===== src/rtl/bpsk_pkg.sv =====
// Shared definitions for the BPSK transmit/receive pair: FSM encodings,
// bit-period arithmetic and the default frame sync byte.
package bpsk_pkg;

    typedef enum logic [2:0] {
        S_IDLE  = 3'd0,
        S_HUNT  = 3'd1,
        S_RECV  = 3'd2,
        S_WRITE = 3'd3,
        S_DONE  = 3'd4
    } state_t;

    localparam int REF_CLK_FREQ_DEFAULT = 100_000_000;
    localparam int BAUDRATE_DEFAULT     = 9600;

    function automatic int cycle_of(input int ref_hz, input int baud);
        return ref_hz / baud;
    endfunction

    localparam int CYCLE      = cycle_of(REF_CLK_FREQ_DEFAULT, BAUDRATE_DEFAULT);
    localparam int HALF_CYCLE = CYCLE / 2;

    localparam logic [7:0] SYNC_WORD = 8'hA5;

endpackage


===== src/rtl/bpsk_bit_sampler.sv =====
// Bit-clock recovery: synchronises the demodulated phase bit, realigns the
// bit-period counter on every phase transition and strobes at mid-bit.
module bpsk_bit_sampler
    import bpsk_pkg::*;
#(
    parameter int CYCLE_LEN = CYCLE
) (
    input  logic clk,
    input  logic rst_n,
    input  logic enable,
    input  logic phase_in,
    output logic strobe,
    output logic sample_bit
);

    localparam int SYNC_STAGES = 2;
    localparam logic [15:0] LAST_CNT = 16'(CYCLE_LEN - 1);
    localparam logic [15:0] HALF_CNT = 16'(CYCLE_LEN / 2);

    logic [SYNC_STAGES-1:0] phase_sync_reg;
    logic                   phase_dly_reg;
    logic                   phase_edge;
    logic [15:0]            cycle_cnt_reg;
    logic [15:0]            cycle_cnt_next;

    genvar gi;
    generate
        for (gi = 0; gi < SYNC_STAGES; gi++) begin : g_sync
            if (gi == 0) begin : g_first
                always_ff @(posedge clk or negedge rst_n) begin
                    if (!rst_n) phase_sync_reg[gi] <= 1'b0;
                    else        phase_sync_reg[gi] <= phase_in;
                end
            end else begin : g_rest
                always_ff @(posedge clk or negedge rst_n) begin
                    if (!rst_n) phase_sync_reg[gi] <= 1'b0;
                    else        phase_sync_reg[gi] <= phase_sync_reg[gi-1];
                end
            end
        end
    endgenerate

    assign phase_edge = phase_sync_reg[SYNC_STAGES-1] ^ phase_dly_reg;

    // A transition restarts the bit period so the strobe re-centres on the next bit.
    always_comb begin
        cycle_cnt_next = cycle_cnt_reg;
        if (!enable) begin
            cycle_cnt_next = '0;
        end else if (phase_edge || cycle_cnt_reg == LAST_CNT) begin
            cycle_cnt_next = '0;
        end else begin
            cycle_cnt_next = cycle_cnt_reg + 16'd1;
        end
    end

    always_ff @(posedge clk or negedge rst_n) begin
        if (!rst_n) begin
            phase_dly_reg <= 1'b0;
            cycle_cnt_reg <= '0;
        end else begin
            phase_dly_reg <= phase_sync_reg[SYNC_STAGES-1];
            cycle_cnt_reg <= cycle_cnt_next;
        end
    end

    assign strobe     = enable && (cycle_cnt_reg == HALF_CNT);
    assign sample_bit = phase_sync_reg[SYNC_STAGES-1];

endmodule


===== src/rtl/bpsk_bit_receiver.sv =====
// BPSK receive framer: hunts for the sync byte, assembles MSB-first bytes and
// writes frame_length of them into the frame RAM from address 0.
module bpsk_bit_receiver
    import bpsk_pkg::*;
#(
    parameter int                    data_width   = 8,
    parameter int                    frame_length = 150,
    parameter int                    addr_width   = 8,
    parameter int                    ref_clk_freq = 100000000,
    parameter int                    baudrate     = 9600,
    parameter logic [data_width-1:0] sync_word    = data_width'(SYNC_WORD),
    parameter int                    hunt_timeout = 1024
) (
    input  logic                  clk,
    input  logic                  rst_n,
    input  logic                  recv_signal,
    input  logic                  phase_in,
    output logic                  busy,
    output logic                  frame_done,
    output logic                  sync_lost,
    output logic                  ram_clk,
    output logic                  ram_en,
    output logic [addr_width-1:0] ram_addr,
    output logic                  ram_we,
    output logic [data_width-1:0] ram_wr_data,
    output logic                  ram_rst
);

    localparam int CYCLE_LEN = cycle_of(ref_clk_freq, baudrate);
    localparam int BIT_W     = $clog2(data_width);
    localparam int HUNT_W    = $clog2(hunt_timeout + 1);

    localparam logic [BIT_W-1:0]      BIT_TOP   = BIT_W'(data_width - 1);
    localparam logic [addr_width-1:0] LAST_ADDR = addr_width'(frame_length - 1);
    localparam logic [HUNT_W-1:0]     HUNT_MAX  = HUNT_W'(hunt_timeout);

    state_t                 state_reg, state_next;
    logic [2:0]             recv_sync_reg;
    logic                   start_event;
    logic                   strobe;
    logic                   sample_bit;
    logic [data_width-1:0]  shreg_reg, shreg_next, shreg_shifted;
    logic [data_width-1:0]  data_reg, data_next;
    logic [BIT_W-1:0]       bit_cnt_reg, bit_cnt_next;
    logic [addr_width-1:0]  byte_cnt_reg, byte_cnt_next;
    logic [HUNT_W-1:0]      hunt_cnt_reg, hunt_cnt_next, hunt_inc;
    logic                   sync_lost_reg, sync_lost_next;

    // Two synchroniser flops plus a third for rising-edge detection of the arm request.
    always_ff @(posedge clk or negedge rst_n) begin
        if (!rst_n) recv_sync_reg <= '0;
        else        recv_sync_reg <= {recv_sync_reg[1:0], recv_signal};
    end

    assign start_event = recv_sync_reg[1] & ~recv_sync_reg[2];

    bpsk_bit_sampler #(
        .CYCLE_LEN (CYCLE_LEN)
    ) u_sampler (
        .clk        (clk),
        .rst_n      (rst_n),
        .enable     (state_reg != S_IDLE),
        .phase_in   (phase_in),
        .strobe     (strobe),
        .sample_bit (sample_bit)
    );

    assign shreg_shifted = {shreg_reg[data_width-2:0], sample_bit};
    assign hunt_inc      = hunt_cnt_reg + 1'b1;

    always_comb begin
        state_next     = state_reg;
        shreg_next     = shreg_reg;
        data_next      = data_reg;
        bit_cnt_next   = bit_cnt_reg;
        byte_cnt_next  = byte_cnt_reg;
        hunt_cnt_next  = hunt_cnt_reg;
        sync_lost_next = 1'b0;
        case (state_reg)
            S_IDLE: begin
                if (start_event) begin
                    state_next    = S_HUNT;
                    shreg_next    = '0;
                    byte_cnt_next = '0;
                    hunt_cnt_next = '0;
                end
            end
            S_HUNT: begin
                if (strobe) begin
                    shreg_next = shreg_shifted;
                    // A match on the timeout strobe still counts as sync.
                    if (shreg_shifted == sync_word) begin
                        state_next   = S_RECV;
                        bit_cnt_next = BIT_TOP;
                    end else if (hunt_inc == HUNT_MAX) begin
                        state_next     = S_IDLE;
                        sync_lost_next = 1'b1;
                    end else begin
                        hunt_cnt_next = hunt_inc;
                    end
                end
            end
            S_RECV: begin
                if (strobe) begin
                    data_next = {data_reg[data_width-2:0], sample_bit};
                    if (bit_cnt_reg == '0) state_next   = S_WRITE;
                    else                   bit_cnt_next = bit_cnt_reg - 1'b1;
                end
            end
            S_WRITE: begin
                if (byte_cnt_reg == LAST_ADDR) begin
                    state_next = S_DONE;
                end else begin
                    state_next    = S_RECV;
                    byte_cnt_next = byte_cnt_reg + 1'b1;
                    bit_cnt_next  = BIT_TOP;
                end
            end
            S_DONE:  state_next = S_IDLE;
            default: state_next = S_IDLE;
        endcase
    end

    always_ff @(posedge clk or negedge rst_n) begin
        if (!rst_n) begin
            state_reg     <= S_IDLE;
            shreg_reg     <= '0;
            data_reg      <= '0;
            bit_cnt_reg   <= BIT_TOP;
            byte_cnt_reg  <= '0;
            hunt_cnt_reg  <= '0;
            sync_lost_reg <= 1'b0;
        end else begin
            state_reg     <= state_next;
            shreg_reg     <= shreg_next;
            data_reg      <= data_next;
            bit_cnt_reg   <= bit_cnt_next;
            byte_cnt_reg  <= byte_cnt_next;
            hunt_cnt_reg  <= hunt_cnt_next;
            sync_lost_reg <= sync_lost_next;
        end
    end

    assign busy        = (state_reg != S_IDLE);
    assign frame_done  = (state_reg == S_DONE);
    assign sync_lost   = sync_lost_reg;
    assign ram_clk     = clk;
    assign ram_en      = 1'b1;
    assign ram_rst     = 1'b0;
    assign ram_we      = (state_reg == S_WRITE);
    assign ram_addr    = byte_cnt_reg;
    assign ram_wr_data = data_reg;

endmodule


===== config.mk =====
export PLATFORM = sky130hd
export DESIGN_NAME = bpsk_bit_receiver
export DESIGN_NICKNAME = d
export VERILOG_FILES = /design/src/rtl/bpsk_pkg.sv /design/src/rtl/bpsk_bit_sampler.sv /design/src/rtl/bpsk_bit_receiver.sv
export SDC_FILE = /design/constraint.sdc
export NUM_CORES = 1
export LEC_CHECK = 0
export CAP_MARGIN = 20
export CORE_UTILIZATION = 51
export DETAILED_ROUTE_END_ITERATION = 10
export GPL_TIMING_DRIVEN = 0
export PLACE_DENSITY_LB_ADDON = 0.2
export SLEW_MARGIN = 20
export SYNTH_ARGS = -nofsm -noshare
export SYNTH_HDL_FRONTEND = slang
export SYNTH_SLANG_ARGS = --single-unit

===== constraint.sdc =====
create_clock -name clk -period 4 [get_ports clk]
set_input_delay 1.2 -clock clk [delete_from_list [all_inputs] [get_ports clk]]
set_output_delay 1.2 -clock clk [all_outputs]
set_load 0.005 [all_outputs]

==> results.md, run 1 <==
* Initial antenna violation count at 0
* Hold-fix buffers at CTS at 0
* Post-synth top flop: dfrtp_1
* Height of the die at 82.6 µm
* Worst-Skew Late Latency at 0.46 ns
* CTS tree: yes
* Post-route ant nets at 0
* Largest fanout on the critical path at 2
* Kind of start point of the critical path: clock port
* Synth unique cells at 50
* Crit. End Element: output port
* Post-synthesis sequential area ratio at 0.477
* Most common cell in the netlist: dfrtp_1
* Grt ovf at 0
* First-pass GRT wire length at 10,700 µm
* Num rows at 28
* Top delay family on crit path: buffers and inverters
* RSZ-0062 raised after global routing: false
* Post-synthesis cell count at 346
* Finished layout cell area at 3900 µm²
* YS warnings at 0
* Synth Cell Area at 3310 µm²
* FFs w/ async S/R, synth at 1.00
* Largest cells by area after synthesis: dfrtp_1 (45%), nand2_1 (4.9%), nor2_1 (4.1%)
* Critical path depth at 4
* PD cells at 396 nW/µm²
* Most area-hungry cell type in the Yosys netlist: dfrtp_1
* Worst Setup SP: clk
* Mapped Nets at 358
* Kind of critical path: clk2out
* Max reg flops at 16
* Vias at 2,540
* Multi-input combinational cell area at 1610 µm²
* Reg2reg setup slack at 1.45 ns
* Register bit total from synthesis at 63
* Final Hold Vio Count at 0
* Logic pwr share at 0.126
* Drt pass-1 iters at 4
* Cell Area, Placed at 3670 µm²
* Post-detail-place hpwl at 4400 µm
* Filler cells at 513
* CP Cell Sequence: clkbuf_8, clkbuf_8, buf_4, clkdlybuf4s50_1
* Die area at 6820 µm²
* Outcome: complete, no violations
* Routability cong. at 0.894
* Seq pwr share at 0.452
* Post-synth top area share at 0.453
* Iter 0 DRT Violations at 86
* Power share of the clock group at 0.422
* Clk pin slew, worst setup/hold paths at 0.07 ns
* Largest stage delay on the critical path at 0.43 ns
* Ports at 27
* Critical-path top delay cell: clkdlybuf4s50_1
* Min-Delay Path Class: reg2reg
* Switching Share at 0.271
* Max Cap Violations at 0
* Chip width at 82.6 µm
* Setup Viol. Count Final at 0
* Initial core utilization at 0.543
* Most frequent cells after synthesis: dfrtp_1 (60), nand2_1 (43), nor2_1 (36), xor2_1 (15), o21ai_0 (14)
* Worst Hold Path Cells at 0
* Final wirelength at 6400 µm
* Number of global-route vias before repair at 2,454
* CP endpoint: ram_clk
* CP required at 2.80 ns
* Reg-to-reg startpoint: hunt_cnt_reg[4]
* Reg-to-Reg End: hunt_cnt_reg[2]
* R2r worst-path depth at 8
* Switching power at 420 µW
* Register Area at 1580 µm²
* Setup Skew at 0.0101 ns
* Routed vias/inst at 5.46
* Peak VDD IR at 251 µV
* DRC violations left at 0
* Share of post-route cells with drive strength above 1 at 0.128
* # nets final at 397
* WHS at 0.342 ns
* Setup Fix Bufs, Post-CTS at 0
* Post-DR wirelength/cell at 13.8 µm
* WP buf/inv at 4
* Max_slew headroom at 0.317
* Largest net degree at the start of global routing at 48
* # diodes at 0
* Crit path top cell by count: clkbuf_8
* Int Pwr at 1130 µW
* Leakage at 0.00171 µW
* WP data arrival at 2.77 ns
* Core ar. at 6100 µm²
* Area Overhead vs Synth at 17.8%
* Slew @ Worst Pin at 1.02 ns
* Port Buffers at 24
* CTS resizes at 0
* GRT Util Overall at 0.213
* Number of synthesized flops with an enable pin at 0
* Syn Area/Cell at 9.57 µm²
* Max-slew violation count at 0
routing by layer:
metal / global-route usage / wire, µm / part of all wire
met1: 0.248 / 3000 / 0.47
met2: 0.351 / 3110 / 0.49
met3: 0.0615 / 135 / 0.021
met4: 0.121 / 147 / 0.023
met5: 0 / 0 / 0
logic make-up (layout without fill, tap and decap cells):
family	after synthesis	count (layout)	share of synthesized area
mux	10	10	0.0336
fa+ha+maj	8	8	0.0302
xor+xnor	22	22	0.0582
compound gates	57	57	0.113
buf+inv	27	71	0.0382
flops	63	63	0.477
simple gates	157	157	0.247
other cells	2	2	0.00227
power groups by stage:
stage                     clock network [µW]  logic, µW  registers (µW)
after floorplan                         16.2        132             703
after global placement                  34.9        192             711
after detailed placement                34.9        197             711
after CTS                                674        197             700
after global routing                     700        226             704
final                                    653        194             700
metrics by stage:
step | total power (µW) | setup WS [ns] | TNS, ns | cells | util
after floorplan | 851 | 0.689 | 0 | 346 | -
after global placement | 937 | -0.344 | -20.48 | 445 | 0.598
after detailed placement | 944 | 0.273 | 0 | 446 | 0.602
after CTS | 1570 | 0.0169 | 0 | 465 | 0.640
after global routing | 1630 | 0.00614 | 0 | 465 | 0.640
final | 1550 | 0.0283 | 0 | 465 | 0.640
worst min path at each step:
stage                           from                to  slack (ns)
floorplan           recv_sync_reg[0]  recv_sync_reg[1]        0.33
global placement    recv_sync_reg[0]  recv_sync_reg[1]        0.33
detailed placement  recv_sync_reg[0]  recv_sync_reg[1]        0.34
CTS                 recv_sync_reg[0]  recv_sync_reg[1]        0.35
global route        recv_sync_reg[0]  recv_sync_reg[1]        0.35
finish              recv_sync_reg[0]  recv_sync_reg[1]        0.34
cells in the final DEF (no fill, tap or decap), types with 5 or more instances in the layout:
cell type	synthesis	final
dfrtp_1	60	60
nand2_1	43	43
nor2_1	36	36
clkdlybuf4s50_1	0	23
xor2_1	15	15
o21ai_0	14	14
clkbuf_8	0	13
nand4_1	12	12
a21o_1	12	12
a21oi_1	12	12
inv_1	11	11
nand3_1	11	11
mux2_2	9	9
nor4_1	8	8
clkbuf_1	6	8
or3_1	8	8
ha_1	8	8
nor3_1	7	7
xnor2_1	7	7
buf_4	5	6
or2_2	5	5
final cells by class:
class,count,area share
sequential,63,0.405
clock inverter,4,0.0115
tap,75,0.0240
timing repair buffer,24,0.0654
clock buffer,16,0.0503
buffer,16,0.0218
multi-input combinational,256,0.411
inverter,11,0.0106
No activity file was read; power rests on OpenSTA's default activity.
==> run 2, diff against run 1 <==
--- a/config.mk
+++ b/config.mk
@@ -6,7 +6,9 @@
 export NUM_CORES = 1
 export LEC_CHECK = 0
 export CAP_MARGIN = 20
+export CORE_MARGIN = 2
 export CORE_UTILIZATION = 51
+export CTS_CLUSTER_DIAMETER = 100
 export DETAILED_ROUTE_END_ITERATION = 10
 export GPL_TIMING_DRIVEN = 0
 export PLACE_DENSITY_LB_ADDON = 0.2
==> run 2 against run 1 <==
Sequential share of layout area about the same. Sequential power about the same. Largest cell class unchanged. Non-clock buffer count unchanged. Total power decreased by 2.1%. Routed wire length increased by 1.5%. Largest power group unchanged. Sequential cell count unchanged. Highest routed layer unchanged.
==> results.md, run 2 (synthesized netlist as in run 1, its figures left out) <==
* Outcome: complete, no violations (unchanged)
* Switching power at 433 µW (was 420 µW)
* Post-route ant nets at 0 (unchanged)
* Routed vias/inst at 5.56 (was 5.46)
* RSZ-0062 raised after global routing: false (unchanged)
* Commonest non-fill, non-tap cells in the layout: dfrtp_1 (60), nand2_1 (43), nor2_1 (36) (unchanged)
* Area Overhead vs Synth at 17.7% (was 17.8%)
* Clk pin slew, worst setup/hold paths at 0.07 ns (about the same)
* Post-Place Worst Slack at 0.273 ns (unchanged)
* Chip width at 84.6 µm (was 82.6 µm)
* GRT Util Overall at 0.196 (was 0.213)
* Power share of the clock group at 0.408 (was 0.422)
* Setup Viol. Count Final at 0 (unchanged)
* First-pass GRT wire length at 11,200 µm (was 10,700 µm)
* Height of the die at 84.6 µm (was 82.6 µm)
* Commonest non-fill, non-tap cell in the layout: dfrtp_1 (unchanged)
* Peak VDD IR at 455 µV (was 251 µV)
* Int Pwr at 1080 µW (was 1130 µW)
* Min-Delay Path Class: reg2reg (unchanged)
* Slew @ Worst Pin at 0.897 ns (was 1.02 ns)
* # diodes at 0 (unchanged)
* Initial antenna violation count at 0 (unchanged)
* CTS resizes at 0 (unchanged)
* Post-detail-place hpwl at 4610 µm (was 4400 µm)
* PD cells at 388 nW/µm² (was 396 nW/µm²)
* Max_slew headroom at 0.397 (was 0.317)
* Hold-fix buffers at CTS at 0 (unchanged)
* Seq pwr share at 0.464 (was 0.452)
* Largest fanout on the critical path at 2 (unchanged)
* Setup Fix Bufs, Post-CTS at 0 (unchanged)
* Logic pwr share at 0.129 (was 0.126)
* Post-DR wirelength/cell at 13.9 µm (was 13.8 µm)
* Core ar. at 6310 µm² (was 6100 µm²)
* Worst Setup Slack, final at 0.0273 ns (was 0.0283 ns)
* Max Cap Violations at 0 (unchanged)
* Routability cong. at 0.855 (was 0.894)
* Max-slew violation count at 0 (unchanged)
* # nets final at 397 (unchanged)
* Iter 0 DRT Violations at 97 (was 86)
* Drt pass-1 iters at 4 (unchanged)
* Kind of critical path: clk2out (unchanged)
* Largest stage delay on the critical path at 0.43 ns (about the same)
* Final wirelength at 6500 µm (was 6400 µm)
* Vias at 2,597 (was 2,540)
* Leakage at 0.00170 µW (was 0.00171 µW)
* Num rows at 29 (was 28)
* Kind of start point of the critical path: clock port (unchanged)
* Final Hold Vio Count at 0 (unchanged)
* Finished layout cell area at 3900 µm² (about the same)
* WP buf/inv at 4 (unchanged)
* Crit path top cell by count: clkbuf_8 (unchanged)
* Max reg flops at 16 (unchanged)
* Number of global-route vias before repair at 2,531 (was 2,454)
* Cell Area, Placed at 3670 µm² (about the same)
* Die area at 7150 µm² (was 6820 µm²)
* Top delay family on crit path: buffers and inverters (unchanged)
* CTS tree: yes (unchanged)
* Ports at 27 (unchanged)
* Initial core utilization at 0.525 (was 0.543)
* Switching Share at 0.286 (was 0.271)
* Grt ovf at 0 (unchanged)
* Largest net degree at the start of global routing at 47 (was 48)
* DRC violations left at 0 (unchanged)
* WP data arrival at 2.77 ns (about the same)
* Filler cells at 557 (was 513)
* CP required at 2.80 ns (about the same)
* Crit. End Element: output port (unchanged)
* CP Cell Sequence: clkbuf_8, clkbuf_8, buf_4, clkdlybuf4s50_1 (unchanged)
* Share of post-route cells with drive strength above 1 at 0.133 (was 0.128)
* Worst-Skew Late Latency at 0.44 ns (was 0.46 ns)
* Port Buffers at 24 (unchanged)
* Setup TNS Final at 0 ns (unchanged)
* Setup Skew at 0.0105 ns (was 0.0101 ns)
* Critical-path top delay cell: clkdlybuf4s50_1 (unchanged)
* Reg2reg setup slack at 1.54 ns (was 1.45 ns)
==> run 2: layout make-up <==
cell class	count	area, µm²	area share
Inverter	11	41.3	0.0106
Buffer	16	85.1	0.0218
Tap cell	77	96.3	0.0247
Timing Repair Buffer	24	255	0.0655
Clock buffer	15	203	0.0520
Sequential cell	63	1580	0.405
Clock inverter	5	32.5	0.00834
Multi-Input combinational cell	256	1610	0.412
==> run 2: path summary, 6_finish.rpt <==
| check | startpoint | end | cells after the start |
|---|---|---|---|
| max | clk | ram_clk | 4 |
| min | recv_sync_reg[0] | recv_sync_reg[1] | 0 |
| max reg2reg | hunt_cnt_reg[4] | hunt_cnt_reg[3] | 8 |
| min reg2reg | recv_sync_reg[0] | recv_sync_reg[1] | 0 |
| max in group asynchronous | rst_n | bit_cnt_reg[1] | 2 |
| min in group asynchronous | rst_n | hunt_cnt_reg[5] | 1 |
==> run 2: per-stage QoR <==
step,util,std cells,power (µW),hold slack (ns)
3_5_place_dp,0.582,448,947,0.344
5_1_grt,0.618,467,1600,0.367
3_3_place_gp,0.578,447,938,0.334
6_report,0.618,467,1510,0.358
2_1_floorplan,-,346,851,0.331
4_1_cts,0.618,467,1540,0.360
==> run 2: power by group through the flow <==
stage          Clock, µW  Sequential [µW]  Combinational (µW)
2_1_floorplan       16.2              703                 132
3_3_place_gp        34.9              712                 192
3_5_place_dp        34.9              713                 198
4_1_cts              637              701                 198
5_1_grt              667              706                 223
6_report             617              702                 195
==> run 2: layer usage <==
| metal | global-route usage | part of all wire | vias up |
|---|---|---|---|
| met5 | 0 | 0 | - |
| met4 | 0.0880 | 0.0091 | 0 |
| met3 | 0.0452 | 0.026 | 5 |
| met2 | 0.317 | 0.49 | 35 |
| met1 | 0.252 | 0.48 | 1268 |
| li1 | - | - | 1289 |
